`src/rtl/peripheral_mult_seq.sv`:
```
// peripheral_mult_seq: memory-mapped 32x32 -> 64-bit radix-2 shift-add multiplier.
// Register map (word offsets, addr[1:0] ignored):
//   0x00 A (R/W), 0x04 B (R/W), 0x08 CTRL (W: bit0 start, bit1 signed),
//   0x0C STATUS (R: bit0 done, bit1 busy, bit2 signed mode), 0x10 P_LO, 0x14 P_HI.
// Optional macro MULT_SIGNED_EN enables two's-complement operation via CTRL bit1.
// Without it all operations are unsigned and STATUS bit2 reads 0.
module peripheral_mult_seq #(
    parameter int WIDTH = 32
) (
    input  logic        clk,
    input  logic        resetn,
    input  logic [31:0] d_in,
    input  logic        cs,
    input  logic [4:0]  addr,
    input  logic        rd,
    input  logic        wr,
    output logic [31:0] d_out,
    output logic        done
);

    typedef enum logic [1:0] {IDLE, BUSY, DONE} state_t;

    localparam logic [2:0] OFF_A      = 3'd0;
    localparam logic [2:0] OFF_B      = 3'd1;
    localparam logic [2:0] OFF_CTRL   = 3'd2;
    localparam logic [2:0] OFF_STATUS = 3'd3;
    localparam logic [2:0] OFF_P_LO   = 3'd4;
    localparam logic [2:0] OFF_P_HI   = 3'd5;

    state_t             state;
    logic [WIDTH-1:0]   a_reg, b_reg;
    logic [WIDTH-1:0]   p_lo, p_hi;
    logic [WIDTH-1:0]   mcand, mplier;
    logic [2*WIDTH-1:0] acc, acc_next, result;
    logic [WIDTH:0]     sum;
    logic [5:0]         count;
    logic [WIDTH-1:0]   a_load, b_load;
    logic [31:0]        rd_data;
    logic [2:0]         word;
    logic               wr_en, rd_en, start, busy;
    logic               start_signed, signed_mode, neg_result;
    logic               unused_addr;

    assign word        = addr[4:2];
    assign unused_addr = ^addr[1:0];
    assign wr_en       = cs && wr;
    assign rd_en       = cs && rd;
    assign busy        = (state == BUSY);
    // CTRL writes during an operation never restart it.
    assign start       = wr_en && (word == OFF_CTRL) && d_in[0] && !busy;

`ifdef MULT_SIGNED_EN
    assign start_signed = d_in[1];

    // Latch the operating mode and the sign of the final product at launch.
    always_ff @(posedge clk) begin
        if (!resetn) begin
            signed_mode <= 1'b0;
            neg_result  <= 1'b0;
        end else if (start) begin
            signed_mode <= d_in[1];
            neg_result  <= d_in[1] & (a_reg[WIDTH-1] ^ b_reg[WIDTH-1]);
        end
    end
`else
    assign start_signed = 1'b0;
    assign signed_mode  = 1'b0;
    assign neg_result   = 1'b0;
`endif

    // Operand magnitudes at load; 0x8000_0000 maps to itself, which is its true magnitude.
    always_comb begin
        a_load = (start_signed && a_reg[WIDTH-1]) ? (~a_reg + WIDTH'(1)) : a_reg;
        b_load = (start_signed && b_reg[WIDTH-1]) ? (~b_reg + WIDTH'(1)) : b_reg;
    end

    // One shift-add step: the 33-bit sum keeps the carry that shifts into the top bit.
    always_comb begin
        sum      = {1'b0, acc[2*WIDTH-1:WIDTH]} + {1'b0, (mplier[0] ? mcand : '0)};
        acc_next = {sum, acc[WIDTH-1:1]};
        result   = neg_result ? (~acc_next + (2*WIDTH)'(1)) : acc_next;
    end

    // Register file writes plus the IDLE/BUSY/DONE sequencer and datapath.
    // NOTE: all state here uses non-blocking assignments so every register samples
    // pre-edge values; a start therefore loads A/B as they were before a same-edge write.
    always_ff @(posedge clk) begin
        if (!resetn) begin
            state  <= IDLE;
            a_reg  <= '0;
            b_reg  <= '0;
            p_lo   <= '0;
            p_hi   <= '0;
            mcand  <= '0;
            mplier <= '0;
            acc    <= '0;
            count  <= '0;
            done   <= 1'b0;
        end else begin
            if (wr_en && (word == OFF_A)) a_reg <= d_in;
            if (wr_en && (word == OFF_B)) b_reg <= d_in;

            case (state)
                IDLE, DONE: begin
                    if (start) begin
                        mcand  <= a_load;
                        mplier <= b_load;
                        acc    <= '0;
                        count  <= '0;
                        done   <= 1'b0;
                        state  <= BUSY;
                    end
                end
                BUSY: begin
                    acc    <= acc_next;
                    mplier <= mplier >> 1;
                    count  <= count + 6'd1;
                    if (count == 6'(WIDTH - 1)) begin
                        p_lo  <= result[WIDTH-1:0];
                        p_hi  <= result[2*WIDTH-1:WIDTH];
                        done  <= 1'b1;
                        state <= DONE;
                    end
                end
                default: state <= IDLE;
            endcase
        end
    end

    // Read mux for the addressed register; unmapped offsets return 0.
    // NOTE: rd_data gets a default before the case so no path leaves it unassigned (no latch).
    always_comb begin
        rd_data = '0;
        case (word)
            OFF_A:      rd_data = a_reg;
            OFF_B:      rd_data = b_reg;
            OFF_STATUS: rd_data = {29'b0, signed_mode, busy, done};
            OFF_P_LO:   rd_data = p_lo;
            OFF_P_HI:   rd_data = p_hi;
            default:    rd_data = '0;
        endcase
    end

    // Registered read data, forced to 0 when not selected so the SoC mux stays clean.
    always_ff @(posedge clk) begin
        if (!resetn) begin
            d_out <= '0;
        end else begin
            d_out <= rd_en ? rd_data : '0;
        end
    end

endmodule

```
`config.mk`:
```
export PLATFORM = sky130hd
export DESIGN_NAME = peripheral_mult_seq
export DESIGN_NICKNAME = d
export VERILOG_FILES = /design/src/rtl/peripheral_mult_seq.sv
export SDC_FILE = /design/constraint.sdc
export NUM_CORES = 1
export LEC_CHECK = 0
export ABC_CLOCK_PERIOD_IN_PS = 3400
export BUFFER_PORTS_ARGS = -buffer_cell sky130_fd_sc_hd__buf_2
export CORE_UTILIZATION = 55
export DETAILED_ROUTE_END_ITERATION = 10
export PLACE_DENSITY = 0.73
export SLEW_MARGIN = 0
export SYNTH_ARGS = -nofsm -noshare
export SYNTH_HDL_FRONTEND = slang
export SYNTH_SLANG_ARGS = --single-unit
```
`constraint.sdc`:
```
create_clock -name clk -period 3.4 [get_ports clk]
set_input_delay 0.68 -clock clk [delete_from_list [all_inputs] [get_ports clk]]
set_output_delay 0.68 -clock clk [all_outputs]
set_load 0.02 [all_outputs]
```
# Yosys cells after proc, flatten, opt, wreduce, memory -nomap -nowiden

Index checks and enable logic that the tools add are counted.

$add $sub $neg: 2
Multiply operators: 0
Divide/modulo/power cells: 0
$lt $le $gt $ge: 0
Equality and inequality tests: 10
Shift operators: 0
Multiplexer cells: 14
Bitwise gates (word level): 0
Reduce and logical (&&, ||, !) cells: 18

Operators with widths:

| operator                                                                | count |
|---|---|
| 32-bit case mux with 5 select lines                                     | 1 |
| 64-bit case mux with 2 select lines                                     | 1 |
| 32-bit two-way mux                                                      | 2 |
| 64-bit two-way mux                                                      | 1 |
| 32-bit case mux with 2 select lines                                     | 1 |
| 32-bit by 32-bit adder with 33-bit output                               | 1 |
| 6-bit case mux with 2 select lines                                      | 1 |
| 2-bit AND reduction                                                     | 5 |
| 1-bit logical AND                                                       | 7 |
| 6-bit by 1-bit adder with 6-bit output, second input constant           | 1 |
| 3-bit by 2-bit equality test with 1-bit output, second input constant   | 2 |
| 3-bit equality test, second input constant                              | 2 |
| 6-bit by 5-bit equality test with 1-bit output, second input constant   | 1 |
| 6-bit two-way mux                                                       | 1 |
| 2-bit two-way mux                                                       | 2 |
| 2-bit case mux with 2 select lines                                      | 1 |
| 3-bit by 1-bit equality test with 1-bit output, second input constant   | 1 |
| 3-bit logical NOT                                                       | 1 |
| 3-bit AND reduction                                                     | 1 |
| 2-bit by 1-bit equality test with 1-bit output, second input constant   | 1 |
| 2-bit equality test, second input constant                              | 1 |
| 2-bit logical NOT                                                       | 1 |
| 1-bit two-way mux                                                       | 2 |
| 2-bit by 1-bit inequality test with 1-bit output, second input constant | 1 |
| 5 further kinds                                                         | 5 |

Register bits after elaboration: 297
Latch bits: 0
Bits in writable memories: 0
Bits in read-only memories: 0
Input bits: 42
Output and inout port bits: 33
Word-level logic and storage cells: 55
Memories: 0

# Logic depth before layout (Yosys ltp)

Word-level depth: 6
Gate-level depth with buffers: 12
Gate-level depth less buffers: 12

# Worst setup path before layout

OpenSTA, ideal clock, no wires.

Kind: reg2reg
Start point: register mplier[0]
End point: register acc[56]
Library setup time: 124 ps
Arrival time: 2428 ps
Required time: 3276 ps
Setup slack: 849 ps
Cell stages (with the launch flop): 13
Path buffers: 1
Clock period less this slack: 2551 ps
Cell sequence: dfxtp_1 clkbuf_1 nand2_1 inv_1 ha_1 a211oi_1 nor2_2 a221oi_2 o211a_1 o31a_1 o21ai_1 xnor2_1 o21ai_1

Cells in the longest elaborated chain, start to end: 3

RTL lines:

| item                                      | RTL line | text |
|---|---|---|
| from (decl)                               | 33       | `logic [WIDTH-1:0] mcand, mplier;` |
| from (signal assigned)                    | 107      | `mplier <= b_load;` |
| from (signal assigned)                    | 116      | `mplier <= mplier >> 1;` |
| 32-bit two-way mux                        | 79       | `sum = {1'b0, acc[2*WIDTH-1:WIDTH]} + {1'b0, (mplier[0] ? mcand : '0)};` |
| 32-bit by 32-bit adder with 33-bit output | 79       |  |
| 64-bit case mux with 2 select lines       | 103      | `case (state)` |
| to (signal assigned)                      | 115      | `acc <= acc_next;` |
| to (decl)                                 | 34       | `logic [2*WIDTH-1:0] acc, acc_next, result;` |

Every way passes these cells.
A chain may end at the register's enable or synchronous reset.

# Final worst setup path

Start point: register mplier[0]
End point: register acc[59]

Same word-level chain as after synthesis.

==> flow_metrics.tcl <==
set metrics [dict create \
    path_clk_slew_ps 60 \
    cp_num_buf_inv 1 \
    yosysWarnings 0 \
    synthMuxAreaShare_pct 0.170 \
    status "finished clean" \
    cts_resized 0 \
    relSlewSlack_pct 43.3 \
    synth_top_family_by_area "compound AO/OA/AOI/OAI gates" \
    route.vias.total 11565 \
    path_cells "buf_4, nand2_1, fa_1, nor2b_1, o31a_1, o21ai_1, a211oi_2, a21oi_1, o31ai_1, xnor2_1, o21ai_1" \
    final-max-slew-violation-count 0 \
    cap_viol_max_count 0 \
    final_layout_size_suffix_gt1_share_pct 9.99 \
    rrSetupSlack_ps 280 \
    ys_seq_elements 296 \
    cts_setup_buffers 0 \
    grt_max_degree 147 \
    critPathRequiredTime_ps 3830 \
    synth_top_area_share_pct 44.6 \
    grt_pass1_wl_mm 56.1 \
    powerDensity_mw_per_mm2 464 \
    crit_start "mplier[0]" \
    viasPerCell 5.81 \
    crit_path_end_kind "flip-flop" \
    p_int_uw 5340 \
    crit_end "acc[59]" \
    p_leak_uw 0.00557 \
    ys_types 56 \
    ant_nets 0 \
    grt_pass1_vias 11008 \
    stdcell_area_sq_mm 0.0148 \
    grt_util_all_layers_pct 28.6 \
    power_uw 6860 \
    die-area_sq_mm 0.0248 \
    slowest_delay_ps 460 \
    syn_inst 1649 \
    numCtsBuffers 30 \
    start_kind "flip-flop" \
    finClkSkew_ps 19.5 \
    clock_path_buffers 3 \
    hold_slack_ps 371 \
    switchingPower_uw 1520 \
    synthAdderAreaFrac_pct 3.26 \
    drt_iter0_drc 916 \
    core_area_sq_mm 0.0236 \
    synth_compound_area_share_pct 24.5 \
    antenna_cells 0 \
    r2r-start "mplier[0]" \
    seqPwrFrac_pct 50.9 \
    nNetsFinal 1726 \
    avgRoutedWirePerCell_um 17.8 \
    setup_viol 0 \
    register_area_sq_mm 0.00593 \
    critPathArrivalTime_ps 3550 \
    grt-ovfl-total 0 \
    cp_slowest_cell "fa_1" \
    synth_area_sq_mm 0.0133 \
    multi_input_area_sq_mm 0.00685 \
    synth_ff_type "dfxtp_1" \
    cp_top_family "compound AO/OA/AOI/OAI gates" \
    chipWidth_um 157 \
    finalCriticalPeriod_ps 3120 \
    drc_errors 0 \
    cts_sinks 296 \
    synth_top_area_cell "dfxtp_1" \
    root_buffer "clkbuf_16" \
    start_util_pct 56.3 \
    placed_cell_area_sq_mm 0.0138 \
    gp_congestion 0.895 \
    r2r-end "acc[59]" \
    vdd_drop_max_mv 0.395 \
    tightest_slew_ps 850 \
    tritoncts "yes" \
    cts_hold_buf 0 \
    avgSynthCellArea_sq_um 8.06 \
    finalSetupTns_ps 0 \
    clock.fmax_mhz 320 \
    antenna_found_initial 0 \
    hold_violations 0 \
    switching_share_pct 22.1 \
    yosys.area_share.simple_pct 21.5 \
    rsz0062_at_grt "no" \
    synth_xor_area_share_pct 1.85 \
    dpl_worst_slack_ps 342 \
    io_pins 75 \
    syn_to_final_growth_pct 11.2 \
    htreeDepth 1 \
    clk_latency_ps 560 \
    synthesis.nets 1725 \
    num_rows 56 \
    nFillCells 2109 \
    synth_edf_count 0 \
    portBuffers 72 \
    crit_type "flip-flop to flip-flop" \
    die_h_um 157 \
    routed_wl_mm 35.5 \
    async_flop_share_pct 0 \
    reg2reg_depth 11 \
    period_share_pct 91.8 \
    critPathMostFrequentCell "o21ai_1" \
    hp-class "input pin to flip-flop" \
    synth-seq-area-share_pct 44.6 \
    pwr-share-comb_pct 3.1 \
    clock_power_share_pct 46.0 \
    detailed_place_hpwl_mm 23.6 \
    yosys-top-cells-area "dfxtp_1 45%, nand2_1 13%, a21boi_0 6.9%, a21oi_1 4.3%, nand3_1 3.8%" \
    dr.pass1.iters 5 \
    cp_num_cells 11 \
    setup_ws_ps 279 \
    cp_max_fo 32 \
]
power groups by stage:
stage          Clock (uW)  Combinational [uW]  Sequential (uW)
2_1_floorplan           0                 127             3570
3_3_place_gp            0                 205             3570
3_5_place_dp            0                 207             3570
4_1_cts              3190                 208             3490
5_1_grt              3320                 225             3490
6_report             3160                 210             3490
cells in the final DEF (no fill, tap or decap), types with 30 or more instances in the layout:
| master | count |
|---|---|
| o211a_1 | 34 |
| a21boi_0 | 123 |
| nor2_1 | 30 |
| a21oi_1 | 113 |
| nand3_1 | 102 |
| clkbuf_16 | 30 |
| o21ai_0 | 37 |
| nand2_1 | 443 |
| dfxtp_1 | 296 |
| and2_1 | 35 |
| ha_1 | 33 |
| buf_2 | 71 |
| a22oi_1 | 64 |
worst min-delay path, cell delays in order:
cell and delay, ps:
buf_2 100, nand2_1 50, a21boi_1 50
Yosys cell counts (all sizes together) (9+ instances only):
| library cell | n |
|---|---|
| and3 | 9 |
| inv | 13 |
| xnor2 | 19 |
| a21oi | 113 |
| nand4 | 13 |
| a21boi | 145 |
| o211a | 34 |
| nand2 | 443 |
| ha | 33 |
| a21o | 10 |
| nor3 | 10 |
| and2 | 36 |
| xor2 | 9 |
| clkbuf | 114 |
| dfxtp | 296 |
| a31oi | 14 |
| nand3 | 102 |
| a22oi | 64 |
| nor2 | 35 |
| buf | 19 |
| o21ai | 56 |
per-stage QoR:
| step | std cells | utilization, % |
|---|---|---|
| 3_3_place_gp | 1937 | 58.6 |
| 6_report | 1991 | 62.6 |
| 2_1_floorplan | 1649 | - |
| 5_1_grt | 1991 | 62.6 |
| 3_5_place_dp | 1937 | 58.6 |
| 4_1_cts | 1991 | 62.6 |
area by class of cell:
type                    count  area share [%]
clock buffers              43            5.68
clock inverters            11           0.678
inverters                  13           0.330
multi-input cells        1207            46.3
flip-flops and latches    296            40.1
well taps                 319            2.70
repair buffers            102            4.15
cells by family after synthesis:
| group | Yosys count |
|---|---|
| AND/OR/NAND/NOR | 668 |
| AO/OA/AOI/OAI | 475 |
| flip-flops | 296 |
| buffers and inverters | 146 |
| adder cells (fa/ha/maj) | 34 |
| XOR/XNOR | 28 |
| multiplexers | 2 |
registers in the layout, summed over array words and instances, names as in the netlist:
signal / flops
d_out: 32
mplier: 32
p_hi: 32
a_load: 32
state: 2
p_lo: 32
acc: 63
done: 1
b_load: 32
mcand: 32
count: 6
how the worst min path moves through the flow:
stage / from / endpoint / depth (start not counted)
finish: d_in[27] / b_load[27] / 3
CTS: d_in[27] / b_load[27] / 3
global placement: count[5] / count[5] / 1
global route: d_in[27] / b_load[27] / 3
detailed placement: p_lo[19] / p_lo[19] / 2
floorplan: count[5] / count[5] / 1
metal layers:
metal	wire length (um)	up-vias	track usage [%]
li1	-	5686	-
met1	15000	5460	35.2
met2	17300	323	50.3
met3	1670	96	3.33
met4	1530	0	12.1
met5	0	-	0
(Power assumes the default switching activity.)
